===== config.mk =====
export PLATFORM = sky130hd
export DESIGN_NAME = bridge_arbiter
export DESIGN_NICKNAME = d
export VERILOG_FILES = /design/src/rtl/bridge_arbiter.sv
export SDC_FILE = /design/constraint.sdc
export NUM_CORES = 1
export LEC_CHECK = 0
export CAP_MARGIN = 20
export CORE_AREA = 10 10 152 112
export CTS_CLUSTER_SIZE = 30
export DETAILED_ROUTE_END_ITERATION = 7
export DIE_AREA = 0 0 162 122
export GPL_TIMING_DRIVEN = 0
export PLACE_DENSITY = 0.73
export SYNTH_ARGS = -nofsm -noshare
export SYNTH_HDL_FRONTEND = slang
export SYNTH_SLANG_ARGS = --single-unit

===== constraint.sdc =====
create_clock -name clk -period 2.6 [get_ports clk]
set_input_delay 0.52 -clock clk [delete_from_list [all_inputs] [get_ports clk]]
set_output_delay 0.52 -clock clk [all_outputs]
set_load 0.01 [all_outputs]

===== src/rtl/bridge_arbiter.sv =====
// -----------------------------------------------------------------------------
// bridge_arbiter
//
// Shares the single system-bridge port between two bus masters (master 0 is
// the CPU data port, master 1 a secondary master such as DMA or a boot
// loader). Simultaneous requests are resolved round-robin against the last
// granted master. Each granted access is decoded into the bridge's one-hot
// hit vector, stretched by per-device wait states, and completed with a
// single-cycle acknowledge carrying read data and an unmapped-address error.
//
// Parameters
//   WAIT_SLOW  wait cycles inserted for Dev2..Dev5 (0..15)
//   MEM_TOP    memory occupies addresses below this value
//   DEV_BASE   base of the device window; Dev n at DEV_BASE + n*16'h10
//
// Ports
//   clk, reset_n               clock, asynchronous active-low reset
//   mX_req/we/addr/be/wd       master X request; held stable until ack
//   mX_ack/err/rd              one-cycle completion pulse, error, read data
//   PrAddr/PrBE/PrWD/PrWE      bridge address, byte enables, data, write strobe
//   PrHIT                      one-hot {Dev5..Dev0, MEM}, high only in ACCESS
//   PrRD                       read data from the bridge
//   busy                       high whenever the sequencer is not idle
//   owner                      index of the current or last granted master
// -----------------------------------------------------------------------------
module bridge_arbiter #(
  parameter int unsigned WAIT_SLOW = 2,
  parameter logic [15:0] MEM_TOP   = 16'h3000,
  parameter logic [15:0] DEV_BASE  = 16'h7F00
) (
  input  logic        clk,
  input  logic        reset_n,

  input  logic        m0_req,
  input  logic        m0_we,
  input  logic [15:0] m0_addr,
  input  logic [3:0]  m0_be,
  input  logic [31:0] m0_wd,
  output logic        m0_ack,
  output logic        m0_err,
  output logic [31:0] m0_rd,

  input  logic        m1_req,
  input  logic        m1_we,
  input  logic [15:0] m1_addr,
  input  logic [3:0]  m1_be,
  input  logic [31:0] m1_wd,
  output logic        m1_ack,
  output logic        m1_err,
  output logic [31:0] m1_rd,

  output logic [15:0] PrAddr,
  output logic [3:0]  PrBE,
  output logic [31:0] PrWD,
  output logic        PrWE,
  output logic [6:0]  PrHIT,
  input  logic [31:0] PrRD,

  output logic        busy,
  output logic        owner
);

  typedef enum logic [1:0] {
    ST_IDLE   = 2'd0,
    ST_ACCESS = 2'd1,
    ST_RESP   = 2'd2
  } state_e;

  // Device window spans six 16-byte slots.
  localparam logic [15:0] DEV_SPAN = 16'h0060;
  localparam logic [3:0]  SLOW_WAITS = 4'(WAIT_SLOW);

  // ---------------------------------------------------------------------------
  // Address decode: memory takes priority, then the device window; anything
  // else yields an all-zero hit vector, which is what marks it unmapped.
  // ---------------------------------------------------------------------------
  function automatic logic [6:0] decode_hit(input logic [15:0] addr);
    logic [6:0] hit;
    hit = 7'b0;
    if (addr < MEM_TOP) begin
      hit = 7'b0000001;
    end else if ((addr >= DEV_BASE) && ((addr - DEV_BASE) < DEV_SPAN)) begin
      // Slot index (addr - DEV_BASE) >> 4 is 0..5 here; Dev n sits at bit n+1.
      hit = 7'b0000010 << ((addr - DEV_BASE) >> 4);
    end
    return hit;
  endfunction

  // Dev2..Dev5 are the slow peripherals; memory, Dev0/Dev1 and unmapped
  // accesses complete without added waits.
  function automatic logic [3:0] waits_for(input logic [6:0] hit);
    return (|hit[6:3]) ? SLOW_WAITS : 4'd0;
  endfunction

  // ---------------------------------------------------------------------------
  // State and datapath registers
  // ---------------------------------------------------------------------------
  state_e      state_q, state_d;
  logic        owner_q, owner_d;
  logic [15:0] addr_q,  addr_d;
  logic [3:0]  be_q,    be_d;
  logic [31:0] wd_q,    wd_d;
  logic        we_q,    we_d;
  logic [3:0]  wait_q,  wait_d;
  logic [31:0] rd_q,    rd_d;
  logic        err_q,   err_d;

  // ---------------------------------------------------------------------------
  // Grant selection and request mux (only consulted in IDLE)
  // ---------------------------------------------------------------------------
  logic        any_req;
  logic        gnt_m1;
  logic        sel_we;
  logic [15:0] sel_addr;
  logic [3:0]  sel_be;
  logic [31:0] sel_wd;

  assign any_req = m0_req | m1_req;

  // On a tie the master that did not own the bridge last wins; otherwise the
  // lone requester wins. owner resets to 1 so master 0 takes the first tie.
  assign gnt_m1 = (m0_req && m1_req) ? ~owner_q : m1_req;

  assign sel_we   = gnt_m1 ? m1_we   : m0_we;
  assign sel_addr = gnt_m1 ? m1_addr : m0_addr;
  assign sel_be   = gnt_m1 ? m1_be   : m0_be;
  assign sel_wd   = gnt_m1 ? m1_wd   : m0_wd;

  // ---------------------------------------------------------------------------
  // Decode of the latched access, used throughout ACCESS
  // ---------------------------------------------------------------------------
  logic [6:0] hit_dec;
  logic       mapped;
  logic       in_access;
  logic       in_resp;
  logic       last_cycle;

  assign hit_dec    = decode_hit(addr_q);
  assign mapped     = |hit_dec;
  assign in_access  = (state_q == ST_ACCESS);
  assign in_resp    = (state_q == ST_RESP);
  assign last_cycle = in_access && (wait_q == 4'd0);

  // ---------------------------------------------------------------------------
  // Next-state logic
  // ---------------------------------------------------------------------------
  always_comb begin
    // NOTE: every variable gets a default first so no path leaves one
    // unassigned; a missing default in always_comb infers a latch.
    state_d = state_q;
    owner_d = owner_q;
    addr_d  = addr_q;
    be_d    = be_q;
    wd_d    = wd_q;
    we_d    = we_q;
    wait_d  = wait_q;
    rd_d    = rd_q;
    err_d   = err_q;

    unique case (state_q)
      ST_IDLE: begin
        if (any_req) begin
          owner_d = gnt_m1;
          addr_d  = sel_addr;
          be_d    = sel_be;
          wd_d    = sel_wd;
          we_d    = sel_we;
          wait_d  = waits_for(decode_hit(sel_addr));
          state_d = ST_ACCESS;
        end
      end

      ST_ACCESS: begin
        if (wait_q != 4'd0) begin
          // Counts down to zero only; it is reloaded in IDLE, never wrapped.
          wait_d = wait_q - 4'd1;
        end else begin
          rd_d    = mapped ? PrRD : 32'h0;
          err_d   = ~mapped;
          state_d = ST_RESP;
        end
      end

      ST_RESP: begin
        state_d = ST_IDLE;
      end

      default: begin
        state_d = ST_IDLE;
      end
    endcase
  end

  // ---------------------------------------------------------------------------
  // Registers
  // ---------------------------------------------------------------------------
  // NOTE: the latched bridge fields and response data are reset as well, so
  // PrAddr/PrBE/PrWD and rd come out of reset at zero rather than X.
  always_ff @(posedge clk or negedge reset_n) begin
    if (!reset_n) begin
      state_q <= ST_IDLE;
      owner_q <= 1'b1;
      addr_q  <= 16'h0;
      be_q    <= 4'h0;
      wd_q    <= 32'h0;
      we_q    <= 1'b0;
      wait_q  <= 4'd0;
      rd_q    <= 32'h0;
      err_q   <= 1'b0;
    end else begin
      // NOTE: non-blocking assignments here so every register samples the
      // pre-edge values computed by the combinational block.
      state_q <= state_d;
      owner_q <= owner_d;
      addr_q  <= addr_d;
      be_q    <= be_d;
      wd_q    <= wd_d;
      we_q    <= we_d;
      wait_q  <= wait_d;
      rd_q    <= rd_d;
      err_q   <= err_d;
    end
  end

  // ---------------------------------------------------------------------------
  // Outputs
  // ---------------------------------------------------------------------------
  // Bridge strobes are decoded from the state register, so an asynchronous
  // reset drops them immediately.
  assign PrAddr = addr_q;
  assign PrBE   = be_q;
  assign PrWD   = wd_q;
  assign PrHIT  = in_access ? hit_dec : 7'b0;
  // Write strobe only in the final ACCESS cycle: each write is issued once.
  assign PrWE   = last_cycle & we_q & mapped;

  assign m0_ack = in_resp & ~owner_q;
  assign m1_ack = in_resp &  owner_q;
  assign m0_err = m0_ack & err_q;
  assign m1_err = m1_ack & err_q;
  assign m0_rd  = m0_ack ? rd_q : 32'h0;
  assign m1_rd  = m1_ack ? rd_q : 32'h0;

  assign busy   = (state_q != ST_IDLE);
  assign owner  = owner_q;

endmodule


# Word level (Yosys, flattened, before mapping)
# Index checks and enable logic that the tools add are counted.
# totals
reg_bits	93
in_bits	142
output_inout_bits	130
elab_cells	72
# classes
addsub	3
n_lt_le_gt_ge	6
n_eq_ne	5
shifts	2
muxes	22
n_bitwise	10
n_reduce_logical	15
# ops
cell	count
$mux 32	4
$mux 7	7
$ge 16x15->1 const B	2
$lt 16x14->1 const B	2
$lt 16x7->1 const B	2
$sub 16x15->16 const B	2
$shl 2x12->7 const A	2
$mux 16	1
$mux 4	3
$pmux 4 s2	1
$reduce_or 7->1	1
$and 1x1->1	6
$mux 2	3
$reduce_and 2->1	3
$logic_and 1x1->1	4
$logic_not 4->1	1
$ne 2x2->1 const B	2
$pmux 2 s2	1
$reduce_bool 2->1	2
$reduce_bool 4->1	1
$reduce_or 4->1	1
$sub 4x1->4 const B	1
$not 1->1	3
$reduce_and 3->1	1
other kinds (6)	7

# Depth between registers and ports, before layout
# Gate-level depths: netlist of the first run.
# depth
word_depth	14
mapped_depth	9

# Worst setup path before layout of the first run
# Ideal clock, no wire load.
# synth_path
kind	flip-flop to output port
start	reg wait_q[0]
end	out PrWE
arrival_time_ps	1593
required_time_ps	2080
setup_slack_ps	487
stages_incl_launch_ff	8
n_path_buf	1
path_cell_list	dfrtp_1 inv_1 ha_1 or3b_4 or2_1 buf_6 clkinv_4 and3_1
# synth_via
elab_chain_cells	4
# synth_rtl
element	line	rtl
from (decl)	104	logic [3:0] wait_q, wait_d;
from (signal assigned)	219	wait_q <= wait_d;
$logic_not 4->1	142	assign last_cycle = in_access && (wait_q == 4'd0);
$logic_and 1x1->1	142	
$and 1x1->1 (2 in series)	235	assign PrWE = last_cycle & we_q & mapped;
to (decl)	55	output logic PrWE,
# Every way passes these cells.

# Worst setup path after layout of the first run
# Same ends and word-level chain as after synthesis.

==> impl_metrics.yaml, run 1 <==
logic_synthesis:
  yosysWarnings: 0
  synth.top_cell.area_share_pct: 47.8
  synth_area_um2: 4810
  synthTopCellsByCount: "dfrtp_1, a21oi_1, nand2_1"
  synth_edf_count: 0
  ys_async_sr_fraction_pct: 100
  synth_top_area_cell: "dfrtp_1"
  synth_most_common_cell: "dfrtp_1"
  synth_nets: 653
  ys.flop_type: "dfrtp_1"
  seq_area_frac_synth_pct: 48.4
  synth_seq_cells: 93
  synth_cell_types: 42
  netlist_top_cells_area: "dfrtp_1, mux2i_1, and2_1, a21oi_1, nand2_1"
  post_synth_inst_count: 510
  synth_area_per_cell_um2: 9.44
timing:
  layout_min_cycle_time_ns: 2.56
  max_freq_ghz: 0.391
  slew_headroom_pct: 57.0
  maxSlewViolCount: 0
  fin_crit_sh_pct: 98.3
  setup_tns_ns: 0
  clock_skew_ns: 0.00749
  finalSetupViolCount: 0
  hold_viol: 0
  tightest_slew_ns: 0.645
  rsz0062_at_grt: "yes"
cts:
  cts_buffers: 9
  cts_max_path_buffers: 2
  clock_latency_ns: 0.32
  clk_pin_slew_worst_paths_ns: 0.06
  clockRootBuffer: "clkbuf_16"
  htree_num_levels: 3
  cts_tree: "yes"
  cts.sinks: 93
detailed_routing:
  ant_nets: 0
  first_iter_violations: 270
  vias: 4847
  wirelength_um: 18800
  drc: 0
  drtPass1Iterations: 6
  viasPerCell: 4.80
  avgRoutedWirePerCell_um: 18.6
finish:
  antennaDiodeCount: 0
  drive_gt1_share_pct: 11.5
  final_area_um2: 8330
  area_growth_pct: 73.1
  seq_area_um2: 2330
  nets: 955
  fillers: 1236
  multi_input_area_um2: 2330
die:
  pin_count: 272
  start_util_pct: 33.7
  core_area_um2: 14300
  placementRows: 37
  chipHeight_um: 122
  die_x_um: 162
  fp.dieArea_um2: 19800
setup_path:
  crit_family: "simple AND/OR/NAND/NOR gates"
  rr_startpoint: "wait_q[0]"
  rrSetupSlack_ns: 0.51
  path_cells: "inv_2, ha_4, or3b_4, or2_1, buf_6, clkinv_8, and3_4, buf_6"
  max_stage_delay_ns: 0.39
  end_kind: "output port"
  path_common_cell: "buf_6"
  criticalPathCategory: "register to output port"
  arrival_ns: 2.04
  crit_path_start_kind: "register"
  slowest_stage: "dfrtp_1"
  ff2ff_path_depth: 9
  cp_max_fo: 7
  cp.required_ns: 2.08
  reg2reg_to: "rd_q[26]"
  crit_buf_inv: 4
global_route:
  antenna_found_initial: 0
  grt_pass1_wl_um: 28800
  grt.overflow.total: 0
  grt_use_total_pct: 18.0
  grt_max_degree: 49
  grt_pass1_vias: 5235
pwr:
  pwr_density_cell_nw_per_um2: 916
  power.static_leakage_nw: 3.59
  peakVddDrop_mv: 0.433
job:
  max-cap-violations: 0
outcome:
  status: "completed"
placement:
  placed_area_um2: 7790
  place.gp.congestion: 0.833
  place_hpwl_um: 15100
  io_buffers: 271
min_path:
  hold_path_class: "input port to async pin"
-- cells in the final DEF, fill, tap and decap left out, types with 9 or more instances in the layout --
| cell | netlist | final |
|---|---|---|
| buf_6 | 6 | 9 |
| a21oi_1 | 72 | 72 |
| mux2i_1 | 53 | 53 |
| clkbuf_1 | 15 | 9 |
| clkdlybuf4s50_1 | 0 | 248 |
| buf_4 | 3 | 26 |
| dfrtp_1 | 92 | 90 |
| nor2_1 | 60 | 60 |
| and2_1 | 67 | 67 |
| dlygate4sd2_1 | 0 | 15 |
| clkbuf_16 | 0 | 9 |
| a21oi_2 | 17 | 17 |
| nand2_1 | 68 | 68 |
-- state kept, by name, indices dropped and copies added, names as in the netlist --
register  flops
PrAddr       16
PrBE          4
PrWD         32
err_q         1
owner         1
rd_q         32
state_q       2
wait_q        4
we_q          1
-- metal layers --
layer | GRT usage, % | vias up | share of wire [%]
li1 | - | 2306 | -
met2 | 29.4 | 228 | 47
met3 | 9.37 | 18 | 11
met4 | 4.08 | 0 | 1.3
met1 | 20.8 | 2295 | 40
met5 | 0 | - | 0
-- how the worst max path moves through the flow --
stage                     from       end  depth (start not counted)
finish               wait_q[0]      PrWE                          8
global route        PrAddr[15]  PrHIT[1]                          5
CTS                      owner  m0_rd[3]                          5
detailed placement  state_q[0]  m0_rd[3]                          4
global placement       reset_n  PrWD[13]                          1
floorplan            wait_q[0]      PrWE                          7
-- kinds of logic (layout without fill, tap and decap cells) --
group	count (synthesis)	after routing	share of synthesized area, %
simple gates	225	225	23.1
buf+inv	38	343	4.65
xor+xnor	3	3	0.546
compound gates	97	97	12.1
fa+ha+maj	1	1	0.260
flops	93	93	48.4
mux	53	53	11.0
-- report_power, final --
group / switching, W / leakage, nW / internal, W / total, W
Clock: 0.000532 / 0.136 / 0.000759 / 0.00129
Combinational: 0.00183 / 2.36 / 0.00192 / 0.00374
Sequential: 0.000491 / 1.09 / 0.00210 / 0.00259
Total: 0.00285 / 3.59 / 0.00477 / 0.00763
-- through the flow --
| stage | utilization (%) | total power, W | setup slack [ns] | instances | hold slack (ns) |
|---|---|---|---|---|---|
| floorplan | - | 0.00432 | 0.487 | 510 | 0.224 |
| global placement | 54.5 | 0.00597 | -2.36 | 976 | 0.479 |
| detailed placement | 54.7 | 0.00610 | -0.212 | 977 | 0.492 |
| CTS | 57.6 | 0.00756 | -0.0136 | 1000 | 0.219 |
| global route | 58.4 | 0.00817 | -0.0281 | 1010 | 0.249 |
| finish | 58.4 | 0.00763 | 0.0446 | 1010 | 0.210 |
-- repair_timing --
action | 4_1_cts | 5_1_grt
resized for setup | 41 | 25
pin swaps | 3 | 2
endpoints found under the setup margin | 71 | 47
cloned | 0 | 0
setup buffers | 9 | 10
hold buffers | 0 | 0
-- area by class of cell --
type	instances	area share, %
repair buffers	291	34.5
flip-flops and latches	93	28.0
multi-input cells	379	27.9
well taps	195	2.93
plain buffers	34	2.88
clock buffers	10	2.87
clock inverters	4	0.601
inverters	4	0.331
Power figures use the tool's default switching activity.
==> run 2, diff against run 1 <==
--- a/config.mk
+++ b/config.mk
@@ -12,6 +12,7 @@
 export DIE_AREA = 0 0 162 122
 export GPL_TIMING_DRIVEN = 0
 export PLACE_DENSITY = 0.73
+export RECOVER_POWER = 25
 export SYNTH_ARGS = -nofsm -noshare
 export SYNTH_HDL_FRONTEND = slang
 export SYNTH_SLANG_ARGS = --single-unit
==> run 2 against run 1 <==
  * Register-to-register slack hardly changed
  * Count of clock-buffer cells in the layout stayed put
  * Critical path depth stayed put
  * Design area is 0.30% lower
  * Total power hardly changed
  * Non-clock buffer count stayed put
==> impl_metrics.yaml, run 2 (synthesis gave the netlist of run 1 again) <==
outcome:
  status: "completed"
cts:
  cts_tree: "yes"
  cts_max_path_buffers: 2
  cts_buffers: 9
  clock_latency_ns: 0.33
  ctsHoldBuffers: 0
  cts.sinks: 93
  htree_num_levels: 3
  clockRootBuffer: "clkbuf_16"
  clk_pin_slew_worst_paths_ns: 0.06
placement:
  placed_cells: 977
  io_buffers: 271
  place.gp.congestion: 0.833
  placed_area_um2: 7790
  place_hpwl_um: 15100
detailed_routing:
  drc: 0
  wirelength_um: 18800
  avgRoutedWirePerCell_um: 18.6
  drtPass1Iterations: 6
  first_iter_violations: 269
  vias: 4847
  ant_nets: 0
  viasPerCell: 4.80
die:
  pin_count: 272
  placementRows: 37
  fp.dieArea_um2: 19800
  core_area_um2: 14300
  chipHeight_um: 122
  die_x_um: 162
  start_util_pct: 33.7
setup_path:
  path_cells: "inv_2, ha_4, or3b_4, or2_1, buf_6, clkinv_8, and3_4, buf_6"
  max_stage_delay_ns: 0.39
  ff2ff_path_depth: 9
  arrival_ns: 2.04
  cp_max_fo: 7
  end_kind: "output port"
  cp.required_ns: 2.08
  slowest_stage: "dfrtp_1"
  crit_path_start_kind: "register"
  path_common_cell: "buf_6"
  criticalPathCategory: "register to output port"
min_path:
  hold_path_class: "input port to async pin"
pwr:
  power.share.clock_pct: 17.0
  switching_power_w: 0.00285
  peakVddDrop_mv: 0.434
  power_frac_comb_pct: 49.1
  power.static_leakage_nw: 3.58
  internal_power_w: 0.00477
  switching_share_pct: 37.4
  seqPwrFrac_pct: 34.0
  pwr_density_cell_nw_per_um2: 918
timing:
  tightest_slew_ns: 1.19
  fin_crit_sh_pct: 98.3
  hold_slack_ns: 0.418
  setup_tns_ns: 0
  slew_headroom_pct: 20.5
  rsz0062_at_grt: "yes"
  hold_viol: 0
  max_freq_ghz: 0.391
  clock_skew_ns: 0.00807
  finalSetupViolCount: 0
  layout_min_cycle_time_ns: 2.56
  maxSlewViolCount: 0
finish:
  nets: 955
  final_common_cell: "clkdlybuf4s50_1"
  fillers: 1239
  drive_gt1_share_pct: 11.5
  finish.cell_count_without_fillers: 1010
  layout_common_cells: "clkdlybuf4s50_1, dfrtp_1, a21oi_1"
  final_area_um2: 8300
  area_growth_pct: 72.5
  antennaDiodeCount: 0
global_route:
  grt.overflow.total: 0
  grt_pass1_wl_um: 28800
  grt_pass1_vias: 5235
  grt_use_total_pct: 18.0
  grt_max_degree: 49
  antenna_found_initial: 0
job:
  max-cap-violations: 0
-- run 2: changes by cell type in the layout (fill, tap and decap cells not counted) --
| cell | change |
|---|---|
| buf_4 | -1 |
| buf_2 | +1 |
| clkbuf_2 | +1 |
| buf_16 | -1 |
-- run 2: cell type report --
type | instances | area [um2] | share of cell area, %
Buffer | 34 | 240 | 2.89
Tap cell | 195 | 244 | 2.94
Multi-Input combinational cell | 379 | 2330 | 28.0
Timing Repair Buffer | 291 | 2850 | 34.3
Sequential cell | 93 | 2330 | 28.1
Inverter | 4 | 27.5 | 0.332
Clock inverter | 4 | 50.0 | 0.603
Clock buffer | 10 | 239 | 2.88
-- run 2: worst max-delay path: cells and delay by family (launching register included) --
kind,cells,cell delay [ns]
DFF,1,0.39
adders and majority gates,1,0.14
buffers and inverters,4,0.37
and+or+nand+nor,3,0.79
-- run 2: power groups by stage --
stage	logic, W	registers [W]	clock network [W]
final	0.00374	0.00259	0.00129
after global routing	0.00410	0.00267	0.00139
after CTS	0.00364	0.00258	0.00134
after detailed placement	0.00351	0.00259	0
after global placement	0.00342	0.00255	0
after floorplan	0.00167	0.00266	0
-- run 2: metal layers --
| metal | wire length, um | part of all wire (%) | track usage, % |
|---|---|---|---|
| met1 | 7550 | 40 | 20.8 |
| met2 | 8860 | 47 | 29.4 |
| met3 | 2150 | 11 | 9.37 |
| met4 | 246 | 1.3 | 4.08 |
| met5 | 0 | 0 | 0 |
-- run 2: stage by stage --
step / util, % / total power [W] / setup slack (ns)
global placement: 54.5 / 0.00597 / -2.36
detailed placement: 54.7 / 0.00610 / -0.212
floorplan: - / 0.00432 / 0.487
CTS: 57.6 / 0.00756 / -0.0136
global route: 58.2 / 0.00817 / -0.0281
finish: 58.2 / 0.00762 / 0.0446
-- run 2: path summary, 6_finish.rpt --
| path | from | end | slack, ns |
|---|---|---|---|
| max | wait_q[0] | PrWE | 0.04 |
| min | reset_n | rd_q[7] | 0.42 |
| max reg2reg | wait_q[0] | rd_q[26] | 0.51 |
| min reg2reg | err_q | err_q | 0.51 |
| max in group asynchronous | reset_n | PrWD[19] | 0.49 |
| min in group clk | err_q | err_q | 0.51 |
-- run 2: timing repair --
item / 4_1_cts / 5_1_grt
pin swaps: 3 / 2
gates resized for setup: 41 / 25
setup buffers: 9 / 10
endpoints found under the setup margin: 71 / 47
endpoints found under the hold margin: 0 / 0
